File: config.mk
export PLATFORM = sky130hd
export DESIGN_NAME = axi_lite_regfile_n
export DESIGN_NICKNAME = d
export VERILOG_FILES = /design/src/rtl/axi_lite_regfile_n.sv
export SDC_FILE = /design/constraint.sdc
export NUM_CORES = 1
export LEC_CHECK = 0
export BUFFER_PORTS_ARGS = -buffer_cell sky130_fd_sc_hd__buf_2
export CAP_MARGIN = 20
export CORE_AREA = 2 2 453 455
export CTS_BUF_LIST = sky130_fd_sc_hd__clkbuf_16
export DETAILED_ROUTE_END_ITERATION = 8
export DIE_AREA = 0 0 455 457
export MAX_ROUTING_LAYER = met4
export SLEW_MARGIN = 0
export SYNTH_ARGS = -nofsm -noshare
export SYNTH_HDL_FRONTEND = slang
export SYNTH_SLANG_ARGS = --single-unit
File: constraint.sdc
create_clock -name S_AXI_ACLK -period 16.93 [get_ports S_AXI_ACLK]
set_clock_uncertainty 0.2 [all_clocks]
set_input_delay 0.8465 -clock S_AXI_ACLK [delete_from_list [all_inputs] [get_ports S_AXI_ACLK]]
set_output_delay 0.8465 -clock S_AXI_ACLK [all_outputs]
set_load 0.02 [all_outputs]
File: src/rtl/axi_lite_regfile_n.sv
// axi_lite_regfile_n: AXI4-Lite slave holding NUM_REGS 32-bit registers with byte strobes,
// SLVERR on out-of-range indices, a hardware write port and per-register write-commit pulses.
module axi_lite_regfile_n #(
    parameter int          NUM_REGS           = 16,
    parameter int          C_S_AXI_ADDR_WIDTH = 8,
    parameter logic [31:0] RESET_VALUE        = 32'h00000000
) (
    input  logic                          S_AXI_ACLK,
    input  logic                          S_AXI_ARESET,
    input  logic [C_S_AXI_ADDR_WIDTH-1:0] S_AXI_AWADDR,
    input  logic                          S_AXI_AWVALID,
    output logic                          S_AXI_AWREADY,
    input  logic [31:0]                   S_AXI_WDATA,
    input  logic [3:0]                    S_AXI_WSTRB,
    input  logic                          S_AXI_WVALID,
    output logic                          S_AXI_WREADY,
    output logic [1:0]                    S_AXI_BRESP,
    output logic                          S_AXI_BVALID,
    input  logic                          S_AXI_BREADY,
    input  logic [C_S_AXI_ADDR_WIDTH-1:0] S_AXI_ARADDR,
    input  logic                          S_AXI_ARVALID,
    output logic                          S_AXI_ARREADY,
    output logic [31:0]                   S_AXI_RDATA,
    output logic [1:0]                    S_AXI_RRESP,
    output logic                          S_AXI_RVALID,
    input  logic                          S_AXI_RREADY,
    input  logic [NUM_REGS-1:0]           hw_we,
    input  logic [NUM_REGS*32-1:0]        hw_wdata,
    output logic [NUM_REGS*32-1:0]        regs_out,
    output logic [NUM_REGS-1:0]           wr_pulse
);
    localparam int IW = C_S_AXI_ADDR_WIDTH - 2;
    localparam logic [IW:0] NR = (IW+1)'(NUM_REGS);

    typedef enum logic [1:0] {W_IDLE, W_HAVE_ADDR, W_HAVE_DATA, W_RESP} w_state_t;
    typedef enum logic {R_IDLE, R_VALID} r_state_t;

    w_state_t ws;
    r_state_t rs;
    logic [IW-1:0] aw_idx_q, c_idx, ar_idx;
    logic [31:0] wdata_q, c_data, rd_mux;
    logic [3:0] wstrb_q, c_strb;
    logic aw_hs, w_hs, commit;
    logic [NUM_REGS*32-1:0] regs_nx;
    logic [NUM_REGS-1:0] pulse_nx;
    logic unused_addr_lsbs;

    assign aw_hs = S_AXI_AWVALID && S_AXI_AWREADY;
    assign w_hs = S_AXI_WVALID && S_AXI_WREADY;
    // Commit on the edge where the second of AW/W lands, whichever order they came in
    assign commit = (aw_hs || ws == W_HAVE_ADDR) && (w_hs || ws == W_HAVE_DATA);
    assign c_idx = aw_hs ? S_AXI_AWADDR[C_S_AXI_ADDR_WIDTH-1:2] : aw_idx_q;
    assign c_data = w_hs ? S_AXI_WDATA : wdata_q;
    assign c_strb = w_hs ? S_AXI_WSTRB : wstrb_q;
    assign ar_idx = S_AXI_ARADDR[C_S_AXI_ADDR_WIDTH-1:2];
    assign unused_addr_lsbs = ^{S_AXI_AWADDR[1:0], S_AXI_ARADDR[1:0]};

    // Hardware load first, so strobed AXI bytes override it on a same-edge collision
    always_comb begin
        regs_nx = regs_out;
        pulse_nx = '0;
        rd_mux = '0;
        for (int i = 0; i < NUM_REGS; i++) begin
            if (hw_we[i]) regs_nx[32*i +: 32] = hw_wdata[32*i +: 32];
            if (commit && c_idx == IW'(i)) begin
                pulse_nx[i] = 1'b1;
                for (int b = 0; b < 4; b++)
                    if (c_strb[b]) regs_nx[32*i+8*b +: 8] = c_data[8*b +: 8];
            end
            if (ar_idx == IW'(i)) rd_mux = regs_out[32*i +: 32];
        end
    end

    always_ff @(posedge S_AXI_ACLK or posedge S_AXI_ARESET) begin
        if (S_AXI_ARESET) begin
            ws <= W_IDLE;
            S_AXI_AWREADY <= 1'b1;
            S_AXI_WREADY <= 1'b1;
            S_AXI_BVALID <= 1'b0;
            S_AXI_BRESP <= 2'b00;
            aw_idx_q <= '0;
            wdata_q <= '0;
            wstrb_q <= '0;
            regs_out <= {NUM_REGS{RESET_VALUE}};
            wr_pulse <= '0;
        end else begin
            regs_out <= regs_nx;
            wr_pulse <= pulse_nx;
            if (aw_hs) aw_idx_q <= S_AXI_AWADDR[C_S_AXI_ADDR_WIDTH-1:2];
            if (w_hs) begin
                wdata_q <= S_AXI_WDATA;
                wstrb_q <= S_AXI_WSTRB;
            end
            if (commit) begin
                ws <= W_RESP;
                S_AXI_AWREADY <= 1'b0;
                S_AXI_WREADY <= 1'b0;
                S_AXI_BVALID <= 1'b1;
                S_AXI_BRESP <= ({1'b0, c_idx} < NR) ? 2'b00 : 2'b10;
            end else if (aw_hs) begin
                ws <= W_HAVE_ADDR;
                S_AXI_AWREADY <= 1'b0;
            end else if (w_hs) begin
                ws <= W_HAVE_DATA;
                S_AXI_WREADY <= 1'b0;
            end else if (ws == W_RESP && S_AXI_BREADY) begin
                ws <= W_IDLE;
                S_AXI_AWREADY <= 1'b1;
                S_AXI_WREADY <= 1'b1;
                S_AXI_BVALID <= 1'b0;
            end
        end
    end

    always_ff @(posedge S_AXI_ACLK or posedge S_AXI_ARESET) begin
        if (S_AXI_ARESET) begin
            rs <= R_IDLE;
            S_AXI_ARREADY <= 1'b1;
            S_AXI_RVALID <= 1'b0;
            S_AXI_RRESP <= 2'b00;
            S_AXI_RDATA <= '0;
        end else if (rs == R_IDLE) begin
            if (S_AXI_ARVALID) begin
                rs <= R_VALID;
                S_AXI_ARREADY <= 1'b0;
                S_AXI_RVALID <= 1'b1;
                S_AXI_RDATA <= rd_mux;
                S_AXI_RRESP <= ({1'b0, ar_idx} < NR) ? 2'b00 : 2'b10;
            end
        end else if (S_AXI_RREADY) begin
            rs <= R_IDLE;
            S_AXI_ARREADY <= 1'b1;
            S_AXI_RVALID <= 1'b0;
        end
    end
endmodule

# Yosys cells after proc, flatten, opt, wreduce, memory -nomap -nowiden
# Index checks and enable logic that the tools add are counted.
# classes
n_bitwise	1
n_reduce_logical	34
n_eq_ne	37
n_mux	157
n_lt_le_gt_ge	2
# ops
cell	n
$mux 32	49
$mux 8	64
$eq 6x4->1 const B	16
$eq 6x3->1 const B	8
$mux 1	36
$eq 6x2->1 const B	4
$logic_and 1x1->1	20
$eq 6x1->1 const B	2
$logic_not 6->1	2
$lt 6x5->1 const B	2
$mux 2	6
$reduce_and 2->1	4
$mux 6	1
$reduce_bool 3->1	2
$eq 2x2->1 const B	2
$mux 4	1
$ne 2x1->1 const B	2
$reduce_bool 2->1	2
$reduce_bool 4->1	1
$ne 3x2->1 const B	1
$reduce_and 3->1	1
$eq 2x1->1 const B	1
$logic_or 1x1->1	2
$ne 2x2->1 const B	1
$not 1->1	1
# totals
wordCells	246
reg_bits	614
input_bits	587
out_inout_bits	569

# Logic depth before layout (Yosys ltp)
# Gate-level depths: netlist of the first run.
# depth
word_depth	17
ltp_mapped	10
depth_no_buf	5

# Worst setup path after synthesis of the first run
# No wires, ideal clock.
# synth_path
path_kind	in2reg
startpoint	input S_AXI_ARADDR[4]
endpoint	register S_AXI_RDATA[19]
slack_ns	14.121
setup_time_ns	0.132
arrival_time_ns	2.477
t_required_ns	16.598
cell_stages	8
n_path_buf	3
cell_sequence	clkbuf_1 -> or4b_2 -> clkbuf_1 -> buf_2 -> o21ai_0 -> a211oi_1 -> o31ai_1 -> a21oi_1
# synth_between
elab_chain_len	17
# synth_lines
item	line	source
from (decl)	20	input logic [C_S_AXI_ADDR_WIDTH-1:0] S_AXI_ARADDR,
$logic_not 6->1	70	if (ar_idx == IW'(i)) rd_mux = regs_out[32*i +: 32];
$mux 32 (15 in series)	70	
$mux 32 *	70	
to (signal assigned)	127	S_AXI_RDATA <= rd_mux;
to (decl)	23	output logic [31:0] S_AXI_RDATA,
# Mark *: on every way between the ends. The rest lies on a longest branch, timed or not.
# A chain may end at the register's enable or synchronous reset.

==> results of run 1 <==
flip-flops by register name, indices dropped and copies added (netlist names):
signal,flops
regs_out,512
wr_pulse,16
S_AXI_AWREADY,1
S_AXI_RRESP,1
aw_idx_q,6
wstrb_q,4
rs,1
S_AXI_WREADY,1
ws,2
S_AXI_ARREADY,1
S_AXI_RDATA,32
S_AXI_BRESP,1
S_AXI_RVALID,1
wdata_q,32
S_AXI_BVALID,1
critical path, stage by stage:
cell and delay [ns]:
dlygate4sd3_1 0.53, buf_2 0.13, clkinvlp_4 0.45, buf_4 0.64
buf_4 0.78, buf_4 0.90, buf_4 0.89
layout by cell type, fill, tap and decap left out, drive strengths merged, types with 7 or more instances in the layout:
cell type     n
nor2        107
nor2b         8
nand4         8
a22o          9
inv          77
dfrtp       609
diode        58
buf        1257
mux4         39
o21ai        90
o31ai         8
nor3         22
and2          8
nand2b       15
o22ai        33
o2111ai      21
a211oi        9
a21o          8
o211ai       15
nand2        94
o21a          7
a22oi        18
clkbuf       87
a2bb2oi      11
o22a          7
a221o         7
clkinv       39
mux2         51
a31oi        20
mux2i      1103
o221ai       15
nand3        16
a21oi        69
final cells by class:
class                   count  area share [%]
clock buffers              87           4.703
flip-flops and latches    612           33.09
clock inverters            67           1.170
diodes                     58          0.3135
multi-input cells        1890           38.64
repair buffers           1258           14.31
well taps                2688           7.265
inverters                  61          0.5054
final timing paths:
path,end,slack (ns),cells after the start
setup / recovery,regs_out[6]$_DFF_PP0_,11.95,7
hold / removal,S_AXI_ARREADY$_DFFE_PP1P_,0.15,2
setup reg to reg,regs_out[455]$_DFF_PP0_,12.74,5
hold reg to reg,S_AXI_RDATA[13]$_DFFE_PP0P_,0.28,1
max in group S_AXI_ACLK,regs_out[455]$_DFF_PP0_,12.74,5
min in group asynchronous,wdata_q[29]$_DFF_PP0_,0.60,3
power breakdown:
| group | total, W | switching (W) | internal [W] |
|---|---|---|---|
| logic | 0.00107 | 0.000741 | 0.000333 |
| registers | 0.00178 | 0.000179 | 0.00160 |
| clock network | 0.00183 | 0.000802 | 0.00103 |
metrics by stage:
| stage | worst slack, ns | hold slack [ns] | cells | area (sq um) |
|---|---|---|---|---|
| CTS | 11.95 | 0.06166 | 6662 | 46140 |
| global route | 11.50 | 0.09390 | 6707 | 46260 |
| floorplan | 7.535 | 0.2468 | 2769 | 34040 |
| finish | 11.95 | 0.1509 | 6721 | 46290 |
| global placement | 11.71 | 0.2569 | 6506 | 43400 |
| detailed placement | 11.72 | 0.2619 | 6507 | 43410 |
routing by layer:
layer / vias up / wire length, microns
met4: 0 / 16150
met3: 433 / 24330
met2: 1817 / 127100
met1: 16230 / 103900
li1: 12710 / -
met5: - / 0
kinds of logic (layout without fill, tap and decap cells):
group / Yosys count / count (layout) / synth area share [%]
mux: 1193 / 1193 / 36.85
flops: 612 / 612 / 45.01
compound gates: 378 / 378 / 8.198
simple gates: 317 / 317 / 6.643
buf+inv: 267 / 1473 / 3.287
other cells: 1 / 60 / 0.01102
==> results.json, run 1 <==
{
  "crit_type": "primary input to asynchronous set/reset pin",
  "gr-usage-met2_pct": 41.06,
  "fin_tns_setup_ns": 0,
  "cts_hold_repair.buffers": 1,
  "max_slew.worst_pin.slew_ns": 1.322,
  "top_usage_layer": "met2",
  "root_buffer": "clkbuf_16",
  "gp_congestion": 0.9795,
  "fp.dieArea_sq_um": 207900,
  "synth.distinct_cells": 81,
  "final-hold-violation-count": 0,
  "syn_inst": 2768,
  "multi_input_area_sq_um": 17890,
  "h-tree-depth": 3,
  "ir_drop_mv": 0.07370,
  "die_h_microns": 457,
  "fill_cells": 22030,
  "die_w_microns": 455,
  "dr_total_vias": 31180,
  "post-route-period-util_pct": 29.41,
  "synth.avg_cell_area_sq_um": 12.30,
  "cts_buffers": 85,
  "cap_violations": 0,
  "netlist.area_leader.share_pct": 44.78,
  "ys_seq_elements": 612,
  "dp_hpwl_mm": 219.0,
  "maxSlewViolCount": 0,
  "cp.arrival_ns": 5.43,
  "synth_common_cells": "1,099 x mux2i_1, 609 x dfrtp_1, 147 x clkbuf_1",
  "cts_resized": 0,
  "min-delay-start": "S_AXI_ARVALID",
  "cts_buffer_depth": 3,
  "use_met3_pct": 7.856,
  "min_path_type": "primary input to register",
  "relSlewSlack_pct": 11.55,
  "grt_overflow": 0,
  "rsz0062_at_grt": "false",
  "cts.sinks": 612,
  "layout-drive-gt1-share_pct": 40.93,
  "p_per_area_nw_per_um2": 101.3,
  "synth_area_leaders": "dfrtp_1 45%, mux2i_1 32%, mux4_2 2.6%, mux2_2 1.7%, nor2_8 1.6%",
  "fin_util_pct": 22.77,
  "max_freq_mhz": 200.9,
  "cts_tree": "done",
  "outcome": "completed",
  "antenna_found_initial": 87,
  "period_minus_slack_ns": 4.979,
  "reg2reg_from": "S_AXI_WREADY$_DFFE_PP1P_",
  "post-synth-top-area-cell": "dfrtp_1",
  "grt_pass1_vias": 30770,
  "grt_usage_pct": 25.93,
  "wl_mm": 271.4,
  "clk_pin_slew_ns": 0.06,
  "syn_area_sq_um": 34040,
  "portBuffers": 1149,
  "end_kind": "asynchronous set/reset pin",
  "synth.most_common_cell": "mux2i_1",
  "start_util_pct": 16.74,
  "io_pins": 1156,
  "yosysSeqAreaShare_pct": 45.01,
  "p_leak_nw": 21.00,
  "yosysWarnings": 0,
  "dr.first_iter.drc_count": 2900,
  "cp_max_fo": 71,
  "syn2layout_area_growth_pct": 36.01,
  "antenna_left": 0,
  "ys.flop_type": "dfrtp_1",
  "firstDrtPassIters": 6,
  "critPathLaunch": "S_AXI_ARESET",
  "power.total_w": 0.004688,
  "row_count": 166,
  "routed_via_density": 4.639,
  "drcViolationCount": 0,
  "setup_violations": 0,
  "core_area_sq_um": 203300,
  "synth-edff-count": 0,
  "grt_pass1_wl_mm": 338.9,
  "crit_required_ns": 17.38,
  "routedWlPerCell_microns": 40.39,
  "clk_latency_ns": 0.72,
  "postSynth.asyncResetShare_pct": 100.0,
  "crit_path_start_kind": "primary input",
  "grt_max_degree": 72,
  "nNetsFinal": 4495,
  "register_area_sq_um": 15320,
  "met1_usage_pct": 29.46,
  "post-cts-setup-buffer-count": 0
}
No activity file was read; power rests on OpenSTA's default activity.
==> run 2, diff against run 1 <==
- ABC_AREA: not set -> 1
- clock period: 16.93 -> 4.2 ns (I/O delays scaled with it)
==> run 2 against run 1 <==
  * Via count is 28% higher
  * Highest routed layer unchanged
  * Routed wire length is 9.1% higher
  * First-iteration DRC count is 63% higher
  * Largest power group unchanged
  * Cell count is 29% higher
  * Global-route usage is 2.2 points higher
  * Worst setup slack worse by 12 ns
  * Sequential cell count stayed put
  * Die area stayed put
  * Clock power grew to 4.3 times the previous value
==> results.json, run 2 <==
{
  "yosysSeqAreaShare_pct": 47.82,
  "ys.flop_type": "dfrtp_1",
  "synth.most_common_cell": "nand2_1",
  "syn2layout_area_growth_pct": 63.93,
  "root_buffer": "clkbuf_16",
  "grt_pass1_vias": 38760,
  "row_count": 166,
  "cts_tree": "done",
  "routed_via_density": 4.591,
  "largest_register": "regs_out",
  "portBuffers": 1149,
  "cts_buffers": 83,
  "gr-usage-met2_pct": 42.24,
  "cap_violations": 0,
  "yosysWarnings": 0,
  "end_kind": "register",
  "synthAdderAreaFrac_pct": 0,
  "dp_hpwl_mm": 236.3,
  "ys_seq_elements": 612,
  "synth_compound_area_share_pct": 12.71,
  "p_per_area_nw_per_um2": 368.2,
  "relSlewSlack_pct": 23.75,
  "io_pins": 1156,
  "grt_usage_pct": 28.17,
  "fin_hold_ws_ns": 0.06033,
  "die_w_microns": 455,
  "antenna_found_initial": 64,
  "firstDrtPassIters": 8,
  "hold_path_end": "wdata_q[23]$_DFF_PP0_",
  "fp.dieArea_sq_um": 207900,
  "cts_buffer_depth": 3,
  "die_h_microns": 457,
  "min-delay-start": "S_AXI_WDATA[23]",
  "top_regs": "regs_out (512), S_AXI_RDATA (32), wdata_q (32)",
  "cp.arrival_ns": 4.56,
  "crit_type": "primary input to register",
  "wl_mm": 296.2,
  "layout_commonest_cell": "buf_2",
  "p_leak_nw": 24.75,
  "period_minus_slack_ns": 4.072,
  "synth_xor_xnor_area_share_pct": 0,
  "yosys-mux-area-fraction_pct": 10.38,
  "setup_violations": 0,
  "ff2ff_path_depth": 8,
  "cp_max_fo": 12,
  "grt_pass1_wl_mm": 374.3,
  "max_slew.worst_pin.slew_ns": 1.144,
  "dr.first_iter.drc_count": 4716,
  "clk_latency_ns": 0.74,
  "post-place-ws_ns": 0.2339,
  "syn_area_sq_um": 32040,
  "postSynth.asyncResetShare_pct": 100.0,
  "reg2reg_from": "S_AXI_WREADY$_DFFE_PP1P_",
  "final_cell_mix": "1,149 x buf_2, 1,031 x nand2_1, 816 x dlygate4sd3_1, 609 x dfrtp_1, 426 x o21ai_0",
  "gp_congestion": 0.9892,
  "h-tree-depth": 3,
  "outcome": "completed",
  "fin_tns_setup_ns": 0,
  "nNetsFinal": 6446,
  "yosys.area_share.simple_pct": 21.99,
  "synth.distinct_cells": 39,
  "synth_area_leaders": "dfrtp_1 48%, nand2_1 12%, mux2i_1 10%, o21ai_0 6.7%, nor2_1 4.3%",
  "routedWlPerCell_microns": 34.17,
  "post-cts-setup-buffer-count": 0,
  "post-route-period-util_pct": 96.95,
  "grt_overflow": 0,
  "netlist.area_leader.share_pct": 47.57,
  "crit_required_ns": 4.69,
  "layout-drive-gt1-share_pct": 26.35,
  "dr_total_vias": 39790,
  "final-hold-violation-count": 0,
  "core_area_sq_um": 203300,
  "post-synth-top-area-cell": "dfrtp_1",
  "rsz0062_at_grt": "false",
  "min_path_type": "primary input to register",
  "synth_common_cells": "1,032 x nand2_1, 609 x dfrtp_1, 426 x o21ai_0",
  "drcViolationCount": 0,
  "r2r_slack_ns": 0.18,
  "largest_reg_flops": 512,
  "met1_usage_pct": 32.98,
  "synth.avg_cell_area_sq_um": 8.206,
  "antenna_left": 0,
  "top_usage_layer": "met2",
  "fin_ws_ns": 0.1280,
  "grt_max_degree": 152,
  "max_freq_mhz": 245.6,
  "hold_depth": 5,
  "start_util_pct": 15.75,
  "cts.sinks": 612,
  "clk_pin_slew_ns": 0.06,
  "maxSlewViolCount": 0,
  "syn_inst": 3904,
  "crit_path_start_kind": "primary input",
  "use_met3_pct": 9.924,
  "regToRegEndpoint": "regs_out[96]$_DFF_PP0_",
  "synth_top_family_by_area": "simple AND/OR/NAND/NOR gates",
  "synth-edff-count": 0,
  "ir_drop_mv": 0.3342
}
==> run 2: how the worst max path moves through the flow <==
stage                     slack (ns)             from  depth (start not counted)                     endpoint
after detailed placement        0.23  S_AXI_ARADDR[7]                         14  S_AXI_RDATA[21]$_DFFE_PP0P_
final                           0.13  S_AXI_ARADDR[6]                         18   S_AXI_RDATA[9]$_DFFE_PP0P_
after CTS                       0.07  S_AXI_ARADDR[6]                         16  S_AXI_RDATA[21]$_DFFE_PP0P_
after global placement          0.30  S_AXI_ARADDR[7]                         14  S_AXI_RDATA[21]$_DFFE_PP0P_
after floorplan                -4.56     S_AXI_ARESET                          1   S_AXI_BRESP[1]$_DFFE_PP0P_
after global routing            0.05  S_AXI_ARADDR[6]                         17  S_AXI_RDATA[25]$_DFFE_PP0P_
==> run 2: area by class of cell <==
| cell class | instances | area [sq um] |
|---|---|---|
| repair buffers | 2104 | 15110 |
| inverters | 311 | 1184 |
| clock buffers | 84 | 2102 |
| multi-input cells | 2747 | 14550 |
| fillers | 22170 | 150800 |
| clock inverters | 69 | 752.0 |
| well taps | 2688 | 3363 |
| diodes | 52 | 130.1 |
| flip-flops and latches | 612 | 15320 |
==> run 2: what timing repair did <==
action,4_1_cts,5_1_grt
setup endpoints to repair,0,18
endpoints found under the hold margin,1200,19
hold buffers,814,2
gates resized for setup,0,5
==> run 2: critical path, stage by stage <==
cell	delay (ns)
dlygate4sd3_1	0.55
buf_2	0.14
nor2_2	0.36
dlygate4sd3_1	0.69
buf_4	0.15
nand3_1	0.52
nor2_4	0.55
buf_4	0.27
nand2_1	0.08
nand4_1	0.09
nand2_1	0.25
nand4_1	0.22
nand2_1	0.13
nand3_1	0.10
nand2_1	0.06
nand2_1	0.05
nand2_1	0.06
nand2_1	0.05
==> run 2: layer usage <==
metal | routed length, microns | vias up | share of wire (%)
met3 | 32050 | 612 | 11
met2 | 130500 | 2600 | 44
met4 | 17900 | 0 | 6.0
li1 | - | 16890 | -
met1 | 115700 | 19690 | 39
met5 | 0 | - | 0
==> run 2: report_power, final <==
group,internal [W],switching [W]
combinational,0.00164,0.00273
clock,0.00442,0.00335
sequential,0.00642,0.000771
total,0.0125,0.00685
==> run 2: per-stage QoR <==
stage | std cells | total power, W | instance area, sq um | util (%)
CTS | 8609 | 0.01935 | 52270 | 25.70
detailed placement | 7642 | 0.01082 | 41260 | 20.29
finish | 8667 | 0.01934 | 52520 | 25.83
global route | 8658 | 0.01988 | 52490 | 25.82
global placement | 7642 | 0.01081 | 41260 | 20.29
floorplan | 3905 | 0.008500 | 32040 | -
==> run 2: kinds of logic (layout without fill, tap and decap cells) <==
logic type	Yosys count	in the layout
AO/OA/AOI/OAI	766	766
buffers and inverters	547	2568
flip-flops	612	612
multiplexers	332	332
other	1	54
AND/OR/NAND/NOR	1646	1647
